`config.mk`:
```
export PLATFORM = sky130hd
export DESIGN_NAME = score_lockout_ctrl
export DESIGN_NICKNAME = d
export VERILOG_FILES = /design/src/rtl/game_pkg.sv /design/src/rtl/btn_debounce.sv /design/src/rtl/score_lockout_ctrl.sv
export SDC_FILE = /design/constraint.sdc
export NUM_CORES = 1
export LEC_CHECK = 0
export BUFFER_PORTS_ARGS = -buffer_cell sky130_fd_sc_hd__buf_2
export CORE_ASPECT_RATIO = 0.75
export CORE_UTILIZATION = 40
export DETAILED_ROUTE_END_ITERATION = 6
export PLACE_DENSITY_LB_ADDON = 0.15
export SYNTH_ARGS = -nofsm -noshare
export SYNTH_HDL_FRONTEND = slang
export SYNTH_SLANG_ARGS = --single-unit
export TNS_END_PERCENT = 50
```
`constraint.sdc`:
```
create_clock -name clk -period 2.6 [get_ports clk]
set_clock_uncertainty 0.05 [all_clocks]
set_input_delay 0 -clock clk [delete_from_list [all_inputs] [get_ports clk]]
set_output_delay 0 -clock clk [all_outputs]
set_load 0.02 [all_outputs]
```
`src/rtl/game_pkg.sv`:
```
// Shared types and the 7-segment decode for the score/lockout controller.
package game_pkg;

  typedef enum logic {
    IDLE   = 1'b0,
    LOCKED = 1'b1
  } lock_state_t;

  // Common-anode digit patterns, bit order g f e d c b a, 0 = lit.
  localparam logic [6:0] SEG_LUT [0:9] = '{
    7'b1000000, 7'b1111001, 7'b0100100, 7'b0110000, 7'b0011001,
    7'b0010010, 7'b0000010, 7'b1111000, 7'b0000000, 7'b0010000
  };

  localparam logic [6:0] SEG_BLANK = 7'b1111111;

  // Anything that is not a decimal digit blanks the display.
  function automatic logic [6:0] seg_decode(input logic [3:0] val);
    if (val <= 4'd9) return SEG_LUT[val];
    else             return SEG_BLANK;
  endfunction

endpackage

```
`src/rtl/btn_debounce.sv`:
```
// One button channel: 2-FF synchroniser, level debouncer and edge pulses.
// The debounced level follows the synchronised input only after
// DEBOUNCE_CYCLES consecutive samples that disagree with it.
module btn_debounce #(
  parameter int DEBOUNCE_CYCLES = 4
) (
  input  logic clk,
  input  logic rst_n,
  input  logic raw_n,
  output logic level,
  output logic fall,
  output logic rise
);

  localparam int CW = $clog2(DEBOUNCE_CYCLES + 1);
  localparam logic [CW-1:0] TC = CW'(DEBOUNCE_CYCLES - 1);

  logic          sync1;
  logic          sync2;
  logic [CW-1:0] cnt;

  // Synchroniser; idles at 1 so a released button never looks pressed.
  always_ff @(posedge clk or negedge rst_n) begin
    if (!rst_n) begin
      sync1 <= 1'b1;
      sync2 <= 1'b1;
    end else begin
      sync1 <= raw_n;
      sync2 <= sync1;
    end
  end

  // Count disagreeing samples; any agreeing sample restarts the run.
  always_ff @(posedge clk or negedge rst_n) begin
    if (!rst_n) begin
      level <= 1'b1;
      cnt   <= '0;
      fall  <= 1'b0;
      rise  <= 1'b0;
    end else begin
      fall <= 1'b0;
      rise <= 1'b0;
      if (sync2 != level) begin
        if (cnt == TC) begin
          level <= sync2;
          cnt   <= '0;
          fall  <= ~sync2;
          rise  <= sync2;
        end else begin
          cnt <= cnt + 1'b1;
        end
      end else begin
        cnt <= '0;
      end
    end
  end

endmodule

```
`src/rtl/score_lockout_ctrl.sv`:
```
// First-press-wins lockout with per-player decimal scores and digit drive.
//
//   state  | meaning
//   IDLE   | no player holds the lock; the lowest-index press wins it
//   LOCKED | owner holds the lock; other presses are dropped, not queued
module score_lockout_ctrl
  import game_pkg::*;
#(
  parameter int N_PLAYERS       = 2,
  parameter int MAX_SCORE       = 9,
  parameter int DEBOUNCE_CYCLES = 4,
  parameter int WRAP            = 0
) (
  input  logic                   clk,
  input  logic                   rst_n,
  input  logic [N_PLAYERS-1:0]   btn_n,
  input  logic                   clear_n,
  output logic [4*N_PLAYERS-1:0] score,
  output logic [7*N_PLAYERS-1:0] seg_n,
  output logic [2:0]             owner,
  output logic                   locked,
  output logic                   score_evt
);

  logic [N_PLAYERS-1:0] lvl;
  logic [N_PLAYERS-1:0] fall;
  logic [N_PLAYERS-1:0] rise;
  logic                 clr_lvl;
  logic                 clr_fall;
  logic                 clr_rise;

  for (genvar g = 0; g < N_PLAYERS; g++) begin : g_btn
    btn_debounce #(.DEBOUNCE_CYCLES(DEBOUNCE_CYCLES)) u_db (
      .clk   (clk),
      .rst_n (rst_n),
      .raw_n (btn_n[g]),
      .level (lvl[g]),
      .fall  (fall[g]),
      .rise  (rise[g])
    );
  end

  btn_debounce #(.DEBOUNCE_CYCLES(DEBOUNCE_CYCLES)) u_clr_db (
    .clk   (clk),
    .rst_n (rst_n),
    .raw_n (clear_n),
    .level (clr_lvl),
    .fall  (clr_fall),
    .rise  (clr_rise)
  );

  lock_state_t                 state;
  lock_state_t                 state_nx;
  logic [2:0]                  owner_nx;
  logic                        grant;
  logic [2:0]                  grant_idx;
  logic                        owner_rise;
  logic                        win;
  logic                        clear_hold;
  logic [N_PLAYERS-1:0][3:0]   score_q;
  logic [N_PLAYERS-1:0][3:0]   score_nx;
  logic [N_PLAYERS-1:0][6:0]   seg_q;
  logic [N_PLAYERS-1:0][6:0]   seg_nx;

  assign clear_hold = ~clr_lvl;
  assign locked     = (state == LOCKED);
  assign score      = score_q;
  assign seg_n      = seg_q;

  function automatic logic [3:0] bump(input logic [3:0] s);
    if (s < 4'(MAX_SCORE)) return s + 4'd1;
    else if (WRAP != 0)    return 4'd0;
    else                   return s;
  endfunction

  // Priority encoder: lowest-index press wins; owner's release select.
  always_comb begin
    grant      = 1'b0;
    grant_idx  = 3'd0;
    owner_rise = 1'b0;
    for (int i = N_PLAYERS - 1; i >= 0; i--) begin
      if (fall[i]) begin
        grant     = 1'b1;
        grant_idx = 3'(i);
      end
    end
    for (int i = 0; i < N_PLAYERS; i++) begin
      if (owner == 3'(i)) owner_rise = rise[i];
    end
  end

  // Lockout next-state; presses arriving while locked are simply dropped.
  always_comb begin
    state_nx = state;
    owner_nx = owner;
    win      = 1'b0;
    case (state)
      IDLE: begin
        if (grant) begin
          state_nx = LOCKED;
          owner_nx = grant_idx;
          win      = 1'b1;
        end
      end
      LOCKED: begin
        if (owner_rise) state_nx = IDLE;
      end
      default: state_nx = IDLE;
    endcase
  end

  // Next score and its digit; held clear overrides any same-cycle win.
  always_comb begin
    for (int i = 0; i < N_PLAYERS; i++) begin
      score_nx[i] = score_q[i];
      if (clear_hold)
        score_nx[i] = 4'd0;
      else if (win && (grant_idx == 3'(i)))
        score_nx[i] = bump(score_q[i]);
      seg_nx[i] = seg_decode(score_nx[i]);
    end
  end

  // FSM state and owner registers.
  always_ff @(posedge clk or negedge rst_n) begin
    if (!rst_n) begin
      state <= IDLE;
      owner <= 3'd0;
    end else begin
      state <= state_nx;
      owner <= owner_nx;
    end
  end

  // Score, digit and event registers, updated together so they stay coherent.
  always_ff @(posedge clk or negedge rst_n) begin
    if (!rst_n) begin
      score_q   <= '0;
      seg_q     <= {N_PLAYERS{SEG_LUT[0]}};
      score_evt <= 1'b0;
    end else begin
      score_q   <= score_nx;
      seg_q     <= seg_nx;
      score_evt <= win & ~clear_hold;
    end
  end

endmodule

```
### Word-level counts from Yosys, hierarchy flattened

Memories as Yosys holds them, arrays and structs flattened.
Cells that the tools add are included.

* add/sub/neg operators: 5
* order comparisons: 6
* equal/unequal tests: 8
* mux-type cells: 36
* bitwise gates (word level): 6
* reductions and logical operators: 8

Operator list (number)
* 2-to-1 mux 7 bit: 6
* 2-to-1 mux 4 bit: 6
* 2-to-1 mux 3 bit: 6
* 2-to-1 mux 1 bit: 17
* >= comparator 5 bit (second input constant): 2
* NOT 4 -> 5 bit: 2
* adder 3 x 1 -> 3 bit (second input constant): 3
* == test 3 x 2 -> 1 bit (second input constant): 3
* adder 4 x 1 -> 4 bit (second input constant): 2
* <= comparator 4 bit (second input constant): 2
* < comparator 4 bit (second input constant): 2
* AND reduction 2 bit: 4
* == test 3 x 1 -> 1 bit (second input constant): 2
* zero test 3 bit: 2
* inequality test 1 bit: 3
* NOT 1 bit: 3
* logical AND 1 bit: 2
* one-hot mux 1 bit (2 select lines): 1
* bitwise AND 1 bit: 1

* bits in registers: 49
* memory bits (read-only): 224
* input port bits: 5
* output and inout port bits: 27
* logic and storage cells: 94
* memories: 2

Memories
* (name not given): words 16, width 7, rd ports 1, clocked after memory_dff 0, wr ports 0, RTL line game_pkg.sv:19 `if (val <= 4'd9) return SEG_LUT[val];`
* (name not given): words 16, width 7, rd ports 1, clocked after memory_dff 0, wr ports 0, RTL line game_pkg.sv:19

### Depth between registers and ports, before layout

* word-level depth: 12
* mapped depth: 12
* depth with buffers taken out: 12

### Hierarchy

A second synthesis with hierarchy kept.

* cell total of the unflattened synthesis: 199
* area, all modules: 2306.0 um^2

By module, submodules not included
* score_lockout_ctrl: instances 1, cells an instance 148, area each 1438.9 um^2, seq. area each 628.1 um^2
* btn_debounce: instances 3, cells an instance 17, area each 289.0 um^2, seq. area each 203.9 um^2

### Least setup slack after synthesis

OpenSTA, ideal clock, no wires.

* path kind: register to register
* start: reg state, in the netlist locked
* end: reg seg_q, in the netlist seg_n[11]
* library setup time: 86 ps
* data arrival time: 2121 ps
* required time: 2464 ps
* path slack: 343 ps
* cell stages (with the launch flop): 9
* path buffers: 0
* clock period less this slack: 2257 ps
* cell sequence: dfrtp_1 -> or3b_4 -> a21oi_2 -> mux2i_1 -> inv_1 -> ha_1 -> nor2_1 -> a21oi_2 -> a32oi_2

RTL lines
* start: declaration: RTL line score_lockout_ctrl.sv:52 `lock_state_t state;`
* start signal: assignment: RTL line score_lockout_ctrl.sv:130 `state <= state_nx;`
* end signal: assignment: RTL line score_lockout_ctrl.sv:139 `seg_q <= {N_PLAYERS{SEG_LUT[0]}};`
* end signal: assignment: RTL line score_lockout_ctrl.sv:143 `seg_q <= seg_nx;`
* end: declaration: RTL line score_lockout_ctrl.sv:62 `logic [N_PLAYERS-1:0][6:0] seg_q;`

==> metrics.md <==
| Metric | Value |
|---|---|
| Worst Path Arrival | `2.51 ns` |
| Die width | `86.6 um` |
| Min Tclk post-route | `2.35 ns` |
| Yosys top cell by area | `dfrtp_1` |
| Via count | `1,393` |
| Placed Instances | `approximately 280` |
| First-pass GRT wire length | `5810 um` |
| CTS tree | `built` |
| Met2 Use GR | `23.8%` |
| Initial DRC count | `67` |
| Synthesis-to-layout area growth | `16.5%` |
| CP endpoint kind | `flip-flop` |
| Clock Path Buffers | `2` |
| Hold crit path type | `in2reg` |
| RSZ-0062 raised after global routing | `no` |
| Fmax | `426 MHz` |
| Most Crowded Layer GR | `met2` |
| Drt wl/cell | `roughly 12 um` |
| Worst setup margin | `0.254 ns` |
| Status | `finished clean` |
| Total Power | `1.63 mW` |
| Netlist Area Pre-Place | `~2100 sq um` |
| Post-Route Utilization | `49.7%` |
| Die area | `5670 sq um` |
| Routed wire length | `~3600 um` |
| Vias in the first global route | `1,307` |
| Hold buffer count at cts | `4` |
| Post-CTS setup repair buffer count | `0` |
| Commonest non-fill, non-tap cell in the layout | `dfrtp_1` |
| Mapped Cells | `181` |
| Initial antenna violation count | `0` |
| I/O pins | `32` |
| Hold WS | `around 0.30 ns` |
| Fillcell total | `465` |
| Yosys top cell area share | `41.9%` |
| Syn Area/Cell | `11.9 sq um` |
| Total Neg Setup Slack | `0 ns` |
| Die Y | `65.5 um` |
| Num CTS Buffers | `5` |
| Dpl cell area | `2380 sq um` |
| Yosys Warn Count | `0` |
| Overflow after GRT | `0` |
| Vias/cell | `4.75` |
| Worst-path maximum fanout | `5` |
| Total GRT Usage | `between 10 and 15%` |
| Seq/Total Area, Yosys | `between 50% and 60%` |
| Final setup vio count | `0` |
| Final std cells w/o fill | `293` |
| Final non-filler cell area | `2500 sq um` |
| Met1 Track Usage GR | `15.7%` |
| DR pass1 iterations | `4` |
| Place WS | `0.266 ns` |
| Initial Util | `42.7%` |
| FF-to-FF path depth | `10` |
| Met3 Use GR | `3.89%` |
| Max-cap violations | `0` |
| Synth Register Bits | `47` |
| Rows | `22` |
| Post-route ant nets | `0` |
| Std-Cell Core Area | `5040 sq um` |
| Power Dens Cells | `652 nW/um^2` |
| H-tree level count | `2` |
| Clk pin slew, worst setup/hold paths | `0.08 ns` |
| Dpl hpwl | `2570 um` |
| Final Cycle Share | `approximately nine tenths` |
| Critical path startpoint category | `flip-flop` |
| Largest net degree at the start of global routing | `48` |
| Crit Path Class | `reg2reg` |
| Nets | `242` |
| Peak supply drop | `0.000321 V` |
| Distinct cells, synth | `43` |
| Leak | `1.27 nW` |
| Worst EP required | `2.76 ns` |
| Clock Sinks | `47` |
| Worst slew pin tran | `1.02 ns` |
| Root buffer cell | `clkbuf_8` |
| Layout cell share with drive strength beyond 1 | `28.5%` |
| Max-slew headroom | `31.8%` |
| PortBufs | `29` |
| WHS Path Cells | `2` |
| Final hold vios | `0` |
| N_diodes | `0` |
| DRC | `0` |
| Most frequent cells in the layout | `dfrtp_1, buf_2, ha_1, inv_1, nor2_1` |
| Worst-Skew Late Latency | `0.29 ns` |
| GP Congestion | `about 0.84` |
| Final Slew Violations | `0` |
| Synth top area cells | `dfrtp_1, dfstp_2, ha_1, nor3b_1, a21oi_1` |
| Post-cts sizing count | `0` |
-- final cells by class --
class	instances	area, sq um	area share [%]
Clock inverter	1	5.00	0.200
Sequential cell	47	1190	47.5
Clock buffer	7	76.3	3.05
Tap cell	72	90.1	3.60
Multi-Input combinational cell	116	878	35.1
Inverter	14	57.6	2.30
Timing Repair Buffer	36	208	8.29
-- flip-flops by register name, summed over array words and instances, names as in the netlist, 2 cells and up --
| name | flops |
|---|---|
| g_btn.u_db.cnt | 6 |
| g_btn.u_db.fall | 2 |
| g_btn.u_db.level | 2 |
| g_btn.u_db.rise | 2 |
| g_btn.u_db.sync1 | 2 |
| g_btn.u_db.sync2 | 2 |
| score | 8 |
| seg_n | 14 |
| u_clr_db.cnt | 3 |
-- worst max-delay path: stages, from the launching register on --
cell	delay [ns]
dfrtp_1	0.42
inv_1	0.11
ha_1	0.17
nand2b_1	0.06
a21boi_1	0.24
mux2_2	0.42
ha_1	0.23
nor2_1	0.15
nor2b_1	0.08
o21bai_1	0.15
a21oi_1	0.19
-- per-layer routing --
metal | part of all wire (%) | vias up
met5 | 0 | -
met1 | 45 | 681
li1 | - | 683
met4 | 1.2 | 0
met3 | 3.6 | 5
met2 | 50 | 24
-- worst paths after layout --
path	slack [ns]	start	endpoint
worst max-delay path	0.25	score[0]	seg_n[6]
worst min-delay path	0.30	btn_n[0]	g_btn[0].u_db.sync1
worst max register to register	0.25	score[0]	seg_n[6]
worst min register to register	0.31	g_btn[0].u_db.sync1	g_btn[0].u_db.sync2
max in group asynchronous	1.50	rst_n	g_btn[0].u_db.fall
min in group asynchronous	0.37	rst_n	u_clr_db.cnt[0]
-- synthesized netlist by cell type (all sizes together) --
cell type,number
a21o,1
a41o,1
dfstp,11
a211oi,1
o21bai,1
o21ai,5
and4,1
a21oi,11
nor2b,7
nand3b,1
nor3b,10
a32oi,2
nor3,3
a22o,1
nand2,10
buf,3
dfrtp,36
and2,1
clkinv,1
clkbuf,2
and3b,2
o221ai,1
a21boi,2
inv,13
o21a,1
mux2,4
nand3,2
conb,1
nand4,1
mux2i,3
or3b,1
ha,17
o211ai,1
nor2,12
nand2b,6
xnor2,5
-- report_power, final --
group	internal [mW]	total [mW]	leakage [nW]	switching, mW
clock	0.189	0.408	0.0422	0.220
sequential	0.846	0.940	0.608	0.0941
combinational	0.139	0.285	0.620	0.146
total	1.17	1.63	1.27	0.460
-- kinds of logic after synthesis --
group	count (synthesis)	synth area share, %
simple gates	57	15.2
flops	47	55.4
compound gates	28	9.72
buf+inv	19	3.96
fa+ha+maj	17	9.90
mux	7	3.67
xor+xnor	5	2.04
other cells	1	0.174
Power figures use the tool's default switching activity.
